### config.mk
export PLATFORM = sky130hd
export DESIGN_NAME = lamp_ctrl_deb
export DESIGN_NICKNAME = d
export VERILOG_FILES = /design/src/rtl/lamp_ctrl_deb.sv
export SDC_FILE = /design/constraint.sdc
export NUM_CORES = 1
export LEC_CHECK = 0
export CAP_MARGIN = 20
export CORE_UTILIZATION = 49
export DETAILED_ROUTE_END_ITERATION = 8
export MAX_ROUTING_LAYER = met4
export PLACE_DENSITY_LB_ADDON = 0.2
export SLEW_MARGIN = 20
export SYNTH_ARGS = -nofsm -noshare
export SYNTH_HDL_FRONTEND = slang
export SYNTH_SLANG_ARGS = --single-unit
### constraint.sdc
create_clock -name clk -period 1.8 [get_ports clk]
set_clock_uncertainty 0.1 [all_clocks]
set_input_delay 0.36 -clock clk [delete_from_list [all_inputs] [get_ports clk]]
set_output_delay 0.36 -clock clk [all_outputs]
set_load 0.01 [all_outputs]
### src/rtl/lamp_ctrl_deb.sv
// Multi-switch lamp controller: synchronised, debounced switches where every
// accepted flip toggles the lamp, with optional auto-off timer and master-off.
module lamp_ctrl_deb #(
    parameter int unsigned N_SW       = 3,
    parameter int unsigned DEB_CYCLES = 4,
    parameter int unsigned TIMEOUT    = 0
) (
    input  logic            clk,
    input  logic            rst_n,
    input  logic [N_SW-1:0] S,
    input  logic            all_off,
    output logic            F,
    output logic [N_SW-1:0] sw_db,
    output logic            toggle,
    output logic            timeout
);

    localparam int unsigned CW = (DEB_CYCLES > 1) ? $clog2(DEB_CYCLES) : 1;
    localparam int unsigned TW = (TIMEOUT > 0) ? $clog2(TIMEOUT + 1) : 1;
    localparam logic [CW-1:0] CNT_LAST = CW'(DEB_CYCLES - 1);
    localparam logic [TW-1:0] TMR_LAST = TW'((TIMEOUT > 0) ? TIMEOUT - 1 : 0);

    logic [N_SW-1:0]         sync1_q;
    logic [N_SW-1:0]         sync2_q;
    logic [N_SW-1:0]         sw_db_q;
    logic [N_SW-1:0]         sw_db_d;
    logic [N_SW-1:0]         ev;
    logic [N_SW-1:0][CW-1:0] cnt_q;
    logic [N_SW-1:0][CW-1:0] cnt_d;
    logic                    p;

    logic          f_q;
    logic          f_d;
    logic          toggle_q;
    logic          toggle_d;
    logic          timeout_q;
    logic          timeout_d;
    logic [TW-1:0] timer_q;
    logic [TW-1:0] timer_d;

    // Two-flop synchroniser for the raw switch pins
    always_ff @(posedge clk or negedge rst_n) begin
        if (!rst_n) begin
            sync1_q <= '0;
            sync2_q <= '0;
        end else begin
            sync1_q <= S;
            sync2_q <= sync1_q;
        end
    end

    // Any match with the debounced level restarts the count, so glitches are dropped
    always_comb begin
        sw_db_d = sw_db_q;
        ev      = '0;
        cnt_d   = '0;
        for (int i = 0; i < N_SW; i++) begin
            if (sync2_q[i] != sw_db_q[i]) begin
                if (cnt_q[i] == CNT_LAST) begin
                    sw_db_d[i] = sync2_q[i];
                    ev[i]      = 1'b1;
                end else begin
                    cnt_d[i] = cnt_q[i] + CW'(1);
                end
            end
        end
    end

    // Simultaneous accepted flips cancel pairwise
    assign p = ^ev;

    always_comb begin
        f_d       = f_q;
        timer_d   = '0;
        toggle_d  = 1'b0;
        timeout_d = 1'b0;
        if (all_off) begin
            f_d = 1'b0;
        end else if (p) begin
            f_d      = ~f_q;
            toggle_d = 1'b1;
        end else if ((TIMEOUT != 0) && f_q) begin
            if (timer_q == TMR_LAST) begin
                f_d       = 1'b0;
                timeout_d = 1'b1;
            end else begin
                timer_d = timer_q + TW'(1);
            end
        end
    end

    always_ff @(posedge clk or negedge rst_n) begin
        if (!rst_n) begin
            sw_db_q   <= '0;
            cnt_q     <= '0;
            f_q       <= 1'b0;
            timer_q   <= '0;
            toggle_q  <= 1'b0;
            timeout_q <= 1'b0;
        end else begin
            sw_db_q   <= sw_db_d;
            cnt_q     <= cnt_d;
            f_q       <= f_d;
            timer_q   <= timer_d;
            toggle_q  <= toggle_d;
            timeout_q <= timeout_d;
        end
    end

    assign F       = f_q;
    assign sw_db   = sw_db_q;
    assign toggle  = toggle_q;
    assign timeout = timeout_q;

endmodule

==> qor.yml <==
syn_avg_cell_area_um2: 13.7
timing.final.ws_setup_ps: 73.3
r2r_start: "sw_db[2]"
worstPathRequired_ps: 1340
seq_area_um2: 425
clockBufferDepth: 2
hpwl_um: 707
grt_max_degree: 18
drt-vias-per-instance: 4.98
max_freq_mhz: 579
synth_top_area_cell: "dfrtp_1"
cts_inserted_buffers: 3
grt_overflow: 0
rsz0062_at_grt: "false"
clkSinkCount: 17
power.leakage_nw: 0.375
ys.flop_type: "dfrtp_1"
hp-class: "reg2reg"
die_area_um2: 1590
max_cap_violations: 0
nFillCells: 103
outcome: "finished clean"
insertion_delay_ps: 290
antenna_found_initial: 0
hold_path_startpoint: "sync1_q[0]"
p_per_area_nw_per_um2: 1390
synth_area_leaders: "dfrtp_1, ha_1, mux2_1"
path_clk_slew_ps: 90
drt_pre_antenna_iters: 2
drtAntennaViolNets: 0
final_cells: 80
synth-edff-count: 0
cts.repair.resized: 0
critPathKind: "reg2out"
path_max_fanout: 4
synth_seq_cells: 17
port_buffers: 10
whs_path_depth: 0
nets: 75
synth_top_area_share_pct: 60.7
dp.cells: 76
synth_warnings: 0
crit_path_max_incr_delay_ps: 560
drt_iter0_markers: 1
multi_input_area_um2: 260
crit_buf_inv: 1
final.min_clock_period_ps: 1730
crit_arrival_ps: 1270
synth_seq_area_share_pct: 60.7
hold_path_end: "sync2_q[0]"
die_y_um: 39.8
r2r_slack_ps: 310
cpLargestDelayFamily: "buffers and inverters"
yosysMostFrequentCell: "dfrtp_1"
cts_tree: "built"
path_cells: "clkdlybuf4s50_1"
grt_pass1_vias: 375
wl_um: 943
postCtsHoldBufs: 0
initial_core_util_pct: 53.2
tns_ps: 0
wl_per_cell_um: 11.8
htreeDepth: 1
track_usage_pct: 15.7
finalCritPeriodShare_pct: 95.9
p_total_mw: 1.18
syn_nets: 60
root_buffer: "clkbuf_4"
synth_area_um2: 701
dp_slack_ps: 332
worst_r2r_path_depth: 4
io_pins: 12
syn2layout_area_growth_pct: 20.7
synth_cells: 51
drc: 0
ir_worst_vdd_v: 0.000665
grt_pass1_wl_um: 1450
dieWidth_um: 39.8
async_flop_share_pct: 100
num_vias: 398
final_cell_area_um2: 846
start_kind: "flop"
rows: 13
drive_gt1_share_pct: 7.69
num_antenna_cells: 0
dpl-instance-area_um2: 820
slew_violations: 0
cts_setup_buffers: 0
setup_viol: 0
place.gp.congestion: 0.729
r2r-end: "F"
cp_slowest_cell: "clkdlybuf4s50_1"
end_kind: "output port"
hold_viol: 0
yosysUniqueCellTypes: 19
coreArea_um2: 1320
## flip-flops by register name, indices dropped and copies added (netlist names)
| name | cells |
|---|---|
| toggle | 1 |
| F | 1 |
| sync1_q | 3 |
| sync2_q | 3 |
| cnt_q | 6 |
| sw_db | 3 |
## report_power, final
part	switching (mW)	internal, mW
clock network	0.116	0.0863
logic	0.172	0.237
registers	0.0776	0.489
total	0.365	0.812
## through the flow
| stage | util, % | hold WS, ps |
|---|---|---|
| floorplan | - | -35.6 |
| global placement | 62.2 | 233 |
| detailed placement | 62.2 | 236 |
| CTS | 64.2 | 257 |
| global route | 64.2 | 260 |
| finish | 64.2 | 254 |
## routing by layer
metal,up-vias,track usage (%),wire (um)
met2,10,21.3,406
met5,-,-,0
met4,0,12.9,33
met3,5,5.11,46
met1,183,18.7,456
li1,200,-,-
## cell type report
class	instances	share of cell area [%]
sequential	17	50.3
multi-input combinational	31	30.8
timing repair buffer	11	12.7
clock buffer	4	3.11
tap	15	2.22
inverter	2	0.888
## worst reg2reg max path: stages, from the launching register on
cell	delay (ps)
dfrtp_1	430
xnor2_1	280
o211ai_1	160
a211o_1	310
a21oi_1	150
## cells by family (layout without fill, tap and decap cells)
logic type	count (synthesis)	in the layout	share of synthesized area (%)
DFF	17	17	60.7
and+or+nand+nor	11	11	9.46
xor gates and xnor gates	7	7	10.7
AOI/OAI and AO/OA	6	6	6.25
adders and majority gates	3	3	5.36
muxes	3	3	4.82
buffers and inverters	3	17	2.14
other	1	1	0.535
## placed cells by master (no fill, tap or decap)
master            n
mux2_1            3
clkbuf_1          1
nand2_1           1
dfrtp_1          17
nor3_1            3
o211ai_1          3
xor2_1            3
and2_1            3
nor2_1            2
buf_4             1
nor2b_4           1
ha_1              3
inv_1             2
nor3b_1           1
conb_1            1
a21oi_1           1
xnor3_1           1
a211o_1           1
clkdlybuf4s50_1  10
clkbuf_4          3
a21boi_1          1
xnor2_1           3
## worst max path at each step
stage / from / to / cells past startpoint
2_1_floorplan: sw_db[0] / toggle / 4
3_3_place_gp: sw_db[2] / F / 4
3_5_place_dp: sw_db[2] / F / 4
4_1_cts: sw_db[1] / sw_db[1] / 1
5_1_grt: sw_db[1] / sw_db[1] / 1
6_report: sw_db[2] / sw_db[2] / 1
No activity file was read; power rests on OpenSTA's default activity.
